### src/rtl/keypad_pkg.sv
// Shared keypad definitions: scan FSM states, the 4x4 key map and the
// row priority encoder used by the scanner and the debouncer bench.
package keypad_pkg;

  typedef enum logic {S_SCAN, S_HOLD} scan_state_t;

  // KEYMAP[row][col]
  localparam logic [3:0] KEYMAP [4][4] = '{
    '{4'h1, 4'h2, 4'h3, 4'hA},
    '{4'h4, 4'h5, 4'h6, 4'hB},
    '{4'h7, 4'h8, 4'h9, 4'hC},
    '{4'hE, 4'h0, 4'hF, 4'hD}
  };

  // Index of the lowest-numbered row that is pulled low.
  function automatic logic [1:0] row_priority(input logic [3:0] rows_n);
    logic [1:0] idx;
    idx = 2'd0;
    for (int i = 3; i >= 0; i--) begin
      if (!rows_n[i]) idx = 2'(i);
    end
    return idx;
  endfunction

endpackage

### src/rtl/keypad_scanner_if.sv
// Keypad matrix pins plus the decoded key outputs handed to the debouncer.
interface keypad_scanner_if;
  logic [3:0] rows_n;
  logic [3:0] col_n;
  logic [3:0] key_code;
  logic       key_pressed;

  modport master (input rows_n, output col_n, output key_code, output key_pressed);
  modport slave  (output rows_n, input col_n, input key_code, input key_pressed);
endinterface

### src/rtl/keypad_scanner_sync_2ff.sv
// Two-flop synchronizer for asynchronous level inputs with a settable reset value.
module sync_2ff #(
  parameter int               WIDTH     = 4,
  parameter logic [WIDTH-1:0] RESET_VAL = {WIDTH{1'b1}}
) (
  input  logic             clk,
  input  logic             reset,
  input  logic [WIDTH-1:0] d,
  output logic [WIDTH-1:0] q
);

  logic [WIDTH-1:0] meta_p0;
  logic [WIDTH-1:0] sync_p1;

  // p0: metastability catcher, p1: settled output
  always_ff @(posedge clk) begin
    if (reset) begin
      meta_p0 <= RESET_VAL;
      sync_p1 <= RESET_VAL;
    end else begin
      meta_p0 <= d;
      sync_p1 <= meta_p0;
    end
  end

  assign q = sync_p1;

endmodule

### src/rtl/keypad_scanner.sv
// 4x4 matrix keypad scanner: walks an active-low column, latches the first
// key seen and holds it until that key's row releases. No debouncing here.
module keypad_scanner
  import keypad_pkg::*;
#(
  parameter int SCAN_DIV = 48000
) (
  input  logic              clk,
  input  logic              reset,
  keypad_scanner_if.master  kp
);

  localparam int                CNT_W      = $clog2(SCAN_DIV);
  localparam logic [CNT_W-1:0]  DWELL_LAST = CNT_W'(SCAN_DIV - 1);

  scan_state_t      state;
  scan_state_t      state_next;
  logic [3:0]       rows_s;
  logic [CNT_W-1:0] dwell;
  logic [1:0]       col_idx;
  logic [1:0]       row_lat;
  logic [3:0]       key_code;
  logic             key_pressed;
  logic             dwell_end;
  logic             any_low;
  logic             latched_high;
  logic             advance_col;
  logic             latch_key;
  logic             release_key;

  sync_2ff #(.WIDTH(4), .RESET_VAL(4'hF)) u_row_sync (
    .clk   (clk),
    .reset (reset),
    .d     (kp.rows_n),
    .q     (rows_s)
  );

  assign dwell_end    = (dwell == DWELL_LAST);
  assign any_low      = (rows_s != 4'hF);
  assign latched_high = rows_s[row_lat];

  always_ff @(posedge clk) begin
    if (reset) state <= S_SCAN;
    else       state <= state_next;
  end

  always_comb begin
    state_next = state;
    case (state)
      S_SCAN:  if (dwell_end && any_low)      state_next = S_HOLD;
      S_HOLD:  if (dwell_end && latched_high) state_next = S_SCAN;
      default: state_next = S_SCAN;
    endcase
  end

  always_comb begin
    latch_key   = 1'b0;
    release_key = 1'b0;
    advance_col = 1'b0;
    case (state)
      S_SCAN: begin
        latch_key   = dwell_end && any_low;
        advance_col = dwell_end && !any_low;
      end
      S_HOLD: begin
        release_key = dwell_end && latched_high;
        advance_col = dwell_end && latched_high;
      end
      default: ;
    endcase
  end

  always_ff @(posedge clk) begin
    if (reset) begin
      dwell       <= '0;
      col_idx     <= 2'd0;
      key_code    <= 4'h0;
      key_pressed <= 1'b0;
    end else begin
      dwell <= dwell_end ? '0 : dwell + 1'b1;
      if (advance_col) col_idx <= col_idx + 2'd1;
      if (latch_key) begin
        key_code    <= KEYMAP[row_priority(rows_s)][col_idx];
        key_pressed <= 1'b1;
      end else if (release_key) begin
        key_pressed <= 1'b0;
      end
    end
  end

  // Row index is only meaningful while holding, so it carries no reset.
  always_ff @(posedge clk) begin
    if (latch_key) row_lat <= row_priority(rows_s);
  end

  assign kp.col_n       = ~(4'b0001 << col_idx);
  assign kp.key_code    = key_code;
  assign kp.key_pressed = key_pressed;

endmodule

### src/flat_wrapper.sv
// flat-port wrapper written by rule: the top's interface ports become plain ports
module keypad_scanner_flat import keypad_pkg::*;
#(
  parameter int SCAN_DIV = 48000
)
  (clk, reset, kp_rows_n, kp_col_n, kp_key_code, kp_key_pressed);
  keypad_scanner_if kp_i ();
  input  logic clk;
  input  logic reset;
  input wire logic [$bits(kp_i.rows_n)-1:0] kp_rows_n;
  output wire logic [$bits(kp_i.col_n)-1:0] kp_col_n;
  output wire logic [$bits(kp_i.key_code)-1:0] kp_key_code;
  output wire logic [$bits(kp_i.key_pressed)-1:0] kp_key_pressed;
  assign kp_i.rows_n = kp_rows_n;
  assign kp_col_n = kp_i.col_n;
  assign kp_key_code = kp_i.key_code;
  assign kp_key_pressed = kp_i.key_pressed;
  keypad_scanner #(.SCAN_DIV(SCAN_DIV)) u_core (.clk(clk), .reset(reset), .kp(kp_i));
endmodule
### config.mk
export PLATFORM = sky130hd
export DESIGN_NAME = keypad_scanner_flat
export DESIGN_NICKNAME = d
export VERILOG_FILES = /design/src/rtl/keypad_pkg.sv /design/src/rtl/keypad_scanner_if.sv /design/src/rtl/keypad_scanner_sync_2ff.sv /design/src/rtl/keypad_scanner.sv /design/src/flat_wrapper.sv
export SDC_FILE = /design/constraint.sdc
export NUM_CORES = 1
export LEC_CHECK = 0
export ABC_AREA = 1
export CAP_MARGIN = 20
export CORE_MARGIN = 2
export CORE_UTILIZATION = 31
export CTS_CLUSTER_SIZE = 16
export DETAILED_ROUTE_END_ITERATION = 7
export GPL_TIMING_DRIVEN = 0
export HOLD_SLACK_MARGIN = 0.12
export PLACE_DENSITY = 0.46
export SLEW_MARGIN = 20
export SYNTH_ARGS = -nofsm -noshare
export SYNTH_HDL_FRONTEND = slang
export SYNTH_HIERARCHICAL = 1
export SYNTH_SLANG_ARGS = --single-unit
### constraint.sdc
create_clock -name clk -period 3.8 [get_ports clk]
set_input_delay 0.95 -clock clk [delete_from_list [all_inputs] [get_ports clk]]
set_output_delay 0.95 -clock clk [all_outputs]
set_load 0.05 [all_outputs]
==> results of run 1 <==
-- critical path, cell delays in order (launching register included) --
cell and delay [ns]:
dfxtp_1 0.46, inv_1 0.16, ha_1 0.22, inv_1 0.05, clkdlybuf4s50_1 0.78
-- path summary, 6_finish.rpt --
path                                     start                      to  slack (ns)  cells after the start
setup / recovery             u_core/col_idx[0]             kp_col_n[2]        0.89                      4
hold / removal    u_core/u_row_sync/meta_p0[0]  u_core/u_row_sync/q[0]        0.41                      2
setup reg to reg               u_core/dwell[0]       u_core/row_lat[0]        2.13                      5
hold reg to reg   u_core/u_row_sync/meta_p0[0]  u_core/u_row_sync/q[0]        0.41                      2
-- kinds of logic after synthesis --
group / Yosys count
flops: 34
simple gates: 151
buf+inv: 45
fa+ha+maj: 5
compound gates: 14
xor+xnor: 4
-- cell usage after synthesis, types with 3 or more instances --
| master | n |
|---|---|
| dfxtp_1 | 32 |
| nand3b_1 | 3 |
| nor2_2 | 4 |
| nor2_1 | 41 |
| o21ai_0 | 3 |
| nand3_2 | 4 |
| nor3_1 | 5 |
| ha_1 | 5 |
| nand2_1 | 66 |
| inv_1 | 41 |
| a21oi_1 | 9 |
| nand2_2 | 5 |
| nand3_1 | 14 |
-- registers in the layout (all words and copies together) (netlist names) --
| register | flops |
|---|---|
| u_core/kp.key_code | 4 |
| u_core/u_row_sync/meta_p0 | 4 |
| u_core/kp.key_pressed | 1 |
| u_core/u_row_sync/q | 4 |
| u_core/row_lat | 2 |
| u_core/col_idx | 2 |
| u_core/state | 1 |
| u_core/dwell | 16 |
-- report_power, final --
part	internal (mW)	leakage (nW)	switching, mW
Combinational	0.0139	0.616	0.0204
Clock	0.146	0.0482	0.130
Sequential	0.366	0.282	0.00424
-- cell type report --
class,instances,share of cell area
sequential,34,0.339
clock inverter,1,0.00242
inverter,44,0.0800
buffer,1,0.00363
multi-input combinational,174,0.422
timing repair buffer,14,0.0678
clock buffer,7,0.0418
tap,72,0.0436
-- stage by stage --
stage | cells | setup WS, ns
global route | 347 | 0.748
floorplan | 253 | 1.80
CTS | 347 | 0.874
detailed placement | 339 | 1.19
finish | 347 | 0.887
global placement | 339 | 1.19
-- metal layers --
layer | GRT usage | vias to the layer above
li1 | - | 815
met1 | 0.173 | 611
met2 | 0.181 | 27
met3 | 0.0307 | 4
met4 | 0.0483 | 0
met5 | 0 | -
==> results.ini, run 1 <==
[drt]
avgViaCountPerCell=4.20
via_count=1457
met3_length_um=144
drt-total-wl_mm=3.46
avgRoutedWirePerCell_um=9.97
drtAntennaViolNets=0
drt_first_iter_violations=137
wl_met1_mm=1.86
top_layer=met4
drc_errors=0
first_pass_iters=4
met2_length_mm=1.41

[clocking]
cts_root_buffer=clkbuf_8
insertion_delay_ns=0.28
cts_made_buffers=5
clockBufferDepth=2
htree_levels=2
ctsResizeCount=0
clkSlewWorstSetupHoldPaths_ns=0.07
cts_tree=done
cts_hold_buf=0
clkSinkCount=34
post_cts_buffers=0

[global_route]
antenna_found_initial=0
grt_pass1_wl_mm=6.05
grt_pass1_vias=1371
grt.total_usage=0.123
grt_max_degree=11
overflow=0

[finish]
mostFrequentLayoutCells=66 x nand2_1, 41 x inv_1, 41 x nor2_1
regArea_um2=701
drive_gt1_frac=0.0982
fill_cells=599
utilization=0.377
syn2layout_area_growth_pct=18.4
diodes=0
fin_nets=285
final_cell_area_um2=2070
final_common_cell=nand2_1
multiInputGateArea_um2=871

[synth]
synth_edf_count=2
ys.flop_type=dfxtp_1
synth-xor-area-share=0.0201
netlist.area_leader.share=0.367
synth-simple-area-share=0.402
synth.top_cells.by_area=dfxtp_1 37%, nand2_1 14%, inv_1 8.8%
synthAdderAreaFrac=0.0359
synth_top_area_cell=dfxtp_1
syn_nets=264
synth_seq_cells=34
yosysUniqueCellTypes=27
synth_compound_area_frac=0.0416
synth.mux.area_fraction=0
ys_async_sr_fraction=0
syn-cell-area_um2=1740
seq_area_frac_synth=0.402
synth_top_family_by_area=simple AND/OR/NAND/NOR gates
syn_avg_cell_area_um2=6.89
yosys_warnings=6
syn-instance-count=253

[floorplan]
rows=27
core_um2=5470
fp.dieH_um=79.0
start_util=0.319
fp.dieW_um=79.0
ios=15
die_area_um2=6240

[sta]
rsz0062_at_grt=no
worstMarginPinSlew_ns=0.499
holdWs_ns=0.406
fmax_mhz=343
finalMaxSlewViolations=0
final-setup-viol-count=0
period_share=0.767
min_period_ns=2.91
hold_viol=0
max_slew_margin=0.666
tns_ns=0
skew_ns=0.00706

[setup_path]
crit_type=flip-flop to output port
cp_data_required_time_ns=2.85
worst-path-max-fanout=8
cp-end-kind=output port
cp.arrival_ns=1.96
start_kind=flip-flop

[pwr]
total_power_mw=0.681
cellPowerDensity_nw_per_um2=330
leakage_nw=0.946
vdd_drop_max_uv=189

[place]
dpl-instance-area_um2=1970
globalplace.congestion=0.826
dp_hpwl_mm=2.69
io_buffer_count=14

[job]
maxCapViolCount=0

[status]
outcome=complete, no violations

[hold_path]
hold_class=flip-flop to flip-flop

Note: power is estimated with default switching activity, not from simulation.
==> run 2, diff against run 1 <==
==> constraint.sdc (replaced) <==
create_clock -name clk -period 2.7 [get_ports clk]
set_input_delay 0.675 -clock clk [delete_from_list [all_inputs] [get_ports clk]]
set_output_delay 0.675 -clock clk [all_outputs]
set_load 0.05 [all_outputs]
==> results.ini, run 2 (synthesized netlist as in run 1, its figures left out) <==
[finish]
diodes=0  ; unchanged
final_common_cell=nand2_1  ; unchanged
largest_register=u_core/dwell  ; unchanged
drive_gt1_frac=0.0982  ; unchanged
final_cell_area_um2=2070  ; about the same
fin_nets=285  ; unchanged
largest_reg_flops=16  ; unchanged
instances_no_fill=347  ; unchanged
syn2layout_area_growth_pct=18.7  ; was 18.4%
mostFrequentLayoutCells=66 x nand2_1, 41 x inv_1, 41 x nor2_1  ; unchanged

[floorplan]
fp.dieH_um=79.0  ; unchanged
fp.dieW_um=79.0  ; unchanged
die_area_um2=6240  ; unchanged
rows=27  ; unchanged
ios=15  ; unchanged
core_um2=5470  ; unchanged
start_util=0.319  ; unchanged

[pwr]
total_power_mw=0.958  ; was 0.681 mW
switchingPower_mw=0.218  ; was 0.155 mW
leakage_nw=0.964  ; was 0.946 nW
swShare=0.227  ; about the same
cellPowerDensity_nw_per_um2=463  ; was 330 nW/um^2
internal-power_mw=0.741  ; was 0.526 mW
seqPwrFrac=0.544  ; about the same
combPwrFrac=0.050  ; about the same
vdd_drop_max_uv=266  ; was 189 uV
pwr-share-clk=0.406  ; about the same

[sta]
rsz0062_at_grt=no  ; unchanged
holdWs_ns=0.406  ; unchanged
skew_ns=0.00706  ; unchanged
max_slew_margin=0.666  ; unchanged
hold_viol=0  ; unchanged
tns_ns=0  ; unchanged
period_share=0.947
worstMarginPinSlew_ns=0.499  ; unchanged
fmax_mhz=391
finalMaxSlewViolations=0  ; unchanged
min_period_ns=2.56
final-setup-viol-count=0  ; unchanged

[clocking]
clkSlewWorstSetupHoldPaths_ns=0.07  ; about the same
clkSinkCount=34  ; unchanged
htree_levels=2  ; unchanged
clockBufferDepth=2  ; unchanged
cts_hold_buf=0  ; unchanged
cts_made_buffers=5  ; unchanged
cts_root_buffer=clkbuf_8  ; unchanged
cts_tree=done  ; unchanged
insertion_delay_ns=0.28  ; about the same

[setup_path]
regToRegStartpoint=u_core/dwell[0]  ; unchanged
reg2regPathDepth=5  ; unchanged
cp_data_required_time_ns=2.03  ; was 2.85 ns
cp.arrival_ns=1.88  ; was 1.96 ns
worst-path-max-fanout=7  ; was 8
start_kind=flip-flop  ; unchanged
startpoint=u_core/col_idx[1]  ; was u_core/col_idx[0]
cp-end-kind=output port  ; unchanged
crit_type=flip-flop to output port  ; unchanged

[place]
dp_cells=339  ; unchanged
io_buffer_count=14  ; unchanged
dp_hpwl_mm=2.69  ; unchanged
globalplace.congestion=0.826  ; unchanged
dpl-instance-area_um2=1970  ; unchanged

[global_route]
antenna_found_initial=0  ; unchanged
grt_pass1_wl_mm=6.05  ; unchanged
grt.total_usage=0.123  ; unchanged
grt_max_degree=11  ; unchanged
overflow=0  ; unchanged
grt_pass1_vias=1371  ; unchanged

[status]
outcome=complete, no violations  ; unchanged

[drt]
via_count=1457  ; unchanged
drc_errors=0  ; unchanged
drt_first_iter_violations=112  ; was 137
avgRoutedWirePerCell_um=9.99  ; was 9.97 um
first_pass_iters=4  ; unchanged
avgViaCountPerCell=4.20  ; unchanged
drtAntennaViolNets=0  ; unchanged
drt-total-wl_mm=3.47  ; was 3.46 mm

[hold_path]
hold_class=flip-flop to flip-flop  ; unchanged
whs_path_depth=2  ; unchanged
min_from=u_core/u_row_sync/meta_p0[0]  ; unchanged

[job]
maxCapViolCount=0  ; unchanged

## run 2: cell count changes in the layout (fill, tap and decap cells not counted), sizes merged
cell / delta
clkdlybuf4s50: -2
dlymetal6s2s: +2
## run 2: repair_timing
action                     4_1_cts  5_1_grt
resized for setup                0        2
setup endpoints to repair        0        2
setup buffers                    0        0
## run 2: path summary, 6_finish.rpt
kind / endpoint / slack (ns)
worst max-delay path: kp_col_n[1] / 0.14
worst min-delay path: u_core/u_row_sync/q[0] / 0.41
worst max register to register: u_core/row_lat[0] / 1.03
worst min register to register: u_core/u_row_sync/q[0] / 0.41
## run 2: per-layer routing
metal	wire length [um]	GRT usage
met5	0	0
met4	50	0.0483
met3	148	0.0307
met2	1410	0.181
met1	1860	0.173
## run 2: worst max-delay path: stages (launching register included)
cell and delay (ns):
dfxtp_1 0.41, inv_1 0.15, ha_1 0.20, inv_1 0.05, clkdlybuf4s50_1 0.78
## run 2: area by class of cell
| cell class | count | area [um^2] |
|---|---|---|
| fillers | 598 | 3400 |
| multi-input cells | 174 | 871 |
| flip-flops and latches | 34 | 701 |
| inverters | 44 | 165 |
| repair buffers | 14 | 145 |
| well taps | 72 | 90.1 |
| clock buffers | 7 | 86.3 |
| plain buffers | 1 | 7.51 |
| clock inverters | 1 | 5.00 |
## run 2: per-stage QoR
stage / worst slack, ns / utilization
3_5_place_dp: 0.369 / 0.361
3_3_place_gp: 0.368 / 0.361
6_report: 0.142 / 0.378
2_1_floorplan: 0.980 / -
5_1_grt: 0.0342 / 0.378
4_1_cts: 0.0494 / 0.377
## run 2: power groups by stage
| stage | Combinational (mW) | Clock [mW] | Sequential [mW] |
|---|---|---|---|
| after floorplan | 0.0335 | 0 | 0.532 |
| after global placement | 0.0494 | 0 | 0.533 |
| after detailed placement | 0.0497 | 0 | 0.533 |
| after CTS | 0.0496 | 0.404 | 0.521 |
| after global routing | 0.0563 | 0.423 | 0.522 |
| final | 0.0483 | 0.389 | 0.521 |
==> run 3, diff against run 2 <==
--- a/config.mk
+++ b/config.mk
@@ -8,12 +8,12 @@
 export ABC_AREA = 1
 export CAP_MARGIN = 20
 export CORE_MARGIN = 2
-export CORE_UTILIZATION = 31
+export CORE_UTILIZATION = 54
 export CTS_CLUSTER_SIZE = 16
 export DETAILED_ROUTE_END_ITERATION = 7
 export GPL_TIMING_DRIVEN = 0
 export HOLD_SLACK_MARGIN = 0.12
-export PLACE_DENSITY = 0.46
+export PLACE_DENSITY = 0.73
 export SLEW_MARGIN = 20
 export SYNTH_ARGS = -nofsm -noshare
 export SYNTH_HDL_FRONTEND = slang
==> results.ini, run 3 (synthesized netlist as in run 1, its figures left out) <==
[setup_path]
cp.arrival_ns=1.81  ; was 1.88 ns
cpPeakStageDelay_ns=0.78  ; about the same
cp_data_required_time_ns=2.03  ; about the same
crit_type=flip-flop to output port  ; unchanged
cp-end-kind=output port  ; unchanged
crit_chain=ha_1, inv_1, clkdlybuf4s50_1  ; was inv_1, ha_1, inv_1, clkdlybuf4s50_1
worst-path-max-fanout=8  ; was 7
slowest_stage=clkdlybuf4s50_1  ; unchanged
start_kind=flip-flop  ; unchanged

[global_route]
grt_pass1_wl_mm=5.80  ; was 6.05 mm
overflow=0  ; unchanged
grt_pass1_vias=1347  ; was 1371
grt.total_usage=0.212  ; was 0.123
antenna_found_initial=0  ; unchanged
grt_max_degree=11  ; unchanged

[drt]
via_count=1533  ; was 1457
drt_first_iter_violations=89  ; was 112
first_pass_iters=4  ; unchanged
drtAntennaViolNets=0  ; unchanged
drt-total-wl_mm=3.27  ; was 3.47 mm
avgViaCountPerCell=4.81  ; was 4.20
avgRoutedWirePerCell_um=10.3  ; was 9.99 um
drc_errors=0  ; unchanged

[sta]
rsz0062_at_grt=no  ; unchanged
finalMaxSlewViolations=0  ; unchanged
period_share=0.919  ; was 0.947
holdWs_ns=0.416  ; was 0.406 ns
tns_ns=0  ; unchanged
max_slew_margin=0.665  ; was 0.666
hold_viol=0  ; unchanged
skew_ns=0.0112  ; was 0.00706 ns
fmax_mhz=403  ; was 391 MHz
worstMarginPinSlew_ns=0.502  ; was 0.499 ns
min_period_ns=2.48  ; was 2.56 ns
final-setup-viol-count=0  ; unchanged

[finish]
final_cell_area_um2=2000  ; was 2070 um^2
fin_nets=285  ; unchanged
drive_gt1_frac=0.0982  ; unchanged
syn2layout_area_growth_pct=14.6  ; was 18.7%
final_common_cell=nand2_1  ; unchanged
largest_register=u_core/dwell  ; unchanged
largest_reg_flops=16  ; unchanged
diodes=0  ; unchanged
mostFrequentLayoutCells=66 x nand2_1, 41 x inv_1, 41 x nor2_1  ; unchanged

[clocking]
cts_hold_buf=0  ; unchanged
clockBufferDepth=2  ; unchanged
post_cts_buffers=0  ; unchanged
cts_root_buffer=clkbuf_4  ; was clkbuf_8
insertion_delay_ns=0.34  ; was 0.28 ns
htree_levels=2  ; unchanged
ctsResizeCount=2  ; was 0
cts_made_buffers=5  ; unchanged
cts_tree=done  ; unchanged
clkSlewWorstSetupHoldPaths_ns=0.11  ; was 0.07 ns
clkSinkCount=34  ; unchanged

[hold_path]
hold_class=flip-flop to flip-flop  ; unchanged

[pwr]
cellPowerDensity_nw_per_um2=433  ; was 463 nW/um^2
vdd_drop_max_uv=439  ; was 266 uV
total_power_mw=0.867  ; was 0.958 mW
leakage_nw=0.935  ; was 0.964 nW

[floorplan]
fp.dieH_um=60.8  ; was 79.0 um
ios=15  ; unchanged
core_um2=3050  ; was 5470 um^2
start_util=0.571  ; was 0.319
fp.dieW_um=60.8  ; was 79.0 um
die_area_um2=3700  ; was 6240 um^2
rows=20  ; was 27

[place]
globalplace.congestion=0.855  ; was 0.826
dpl-instance-area_um2=1940  ; was 1970 um^2
dp_hpwl_mm=2.43  ; was 2.69 mm
io_buffer_count=14  ; unchanged

[job]
maxCapViolCount=0  ; unchanged

[status]
outcome=complete, no violations  ; unchanged

## run 3: routing by layer
| layer | GRT usage | up-vias | part of all wire |
|---|---|---|---|
| met2 | 0.303 | 44 | 0.41 |
| met4 | 0.0932 | 0 | 0.020 |
| met3 | 0.0576 | 6 | 0.053 |
| met1 | 0.301 | 665 | 0.52 |
| met5 | 0 | - | 0 |
| li1 | - | 818 | - |
## run 3: worst paths after layout
path | startpoint | end | slack (ns) | cells after the start
max | u_core/col_idx[0] | kp_col_n[3] | 0.22 | 3
min | u_core/u_row_sync/meta_p0[0] | u_core/u_row_sync/q[0] | 0.42 | 2
max reg2reg | u_core/dwell[0] | u_core/row_lat[1] | 1.02 | 5
min reg2reg | u_core/u_row_sync/meta_p0[0] | u_core/u_row_sync/q[0] | 0.42 | 2
## run 3: layout make-up
type	count	area [um^2]
buffer	1	7.51
clock buffer	7	55.1
clock inverter	1	5.00
fill	292	1050
inverter	44	165
multi-input combinational	174	871
sequential	34	701
tap	44	55.1
timing repair buffer	14	140
## run 3: metrics by stage
stage,std cells,setup WS [ns],util
2_1_floorplan,253,0.980,-
3_3_place_gp,311,0.384,0.635
3_5_place_dp,311,0.344,0.635
4_1_cts,319,0.0149,0.654
5_1_grt,319,0.120,0.655
6_report,319,0.218,0.655
## run 3: where the power goes
group | internal (mW) | leakage (nW) | switching [mW] | total (mW)
registers | 0.515 | 0.282 | 0.00591 | 0.521
logic | 0.0195 | 0.618 | 0.0291 | 0.0486
clock network | 0.126 | 0.0353 | 0.171 | 0.297
## run 3: critical path: cells and delay by family (launching register included)
family | cells | cell delay, ns
buf+inv | 2 | 0.83
flops | 1 | 0.40
fa+ha+maj | 1 | 0.23
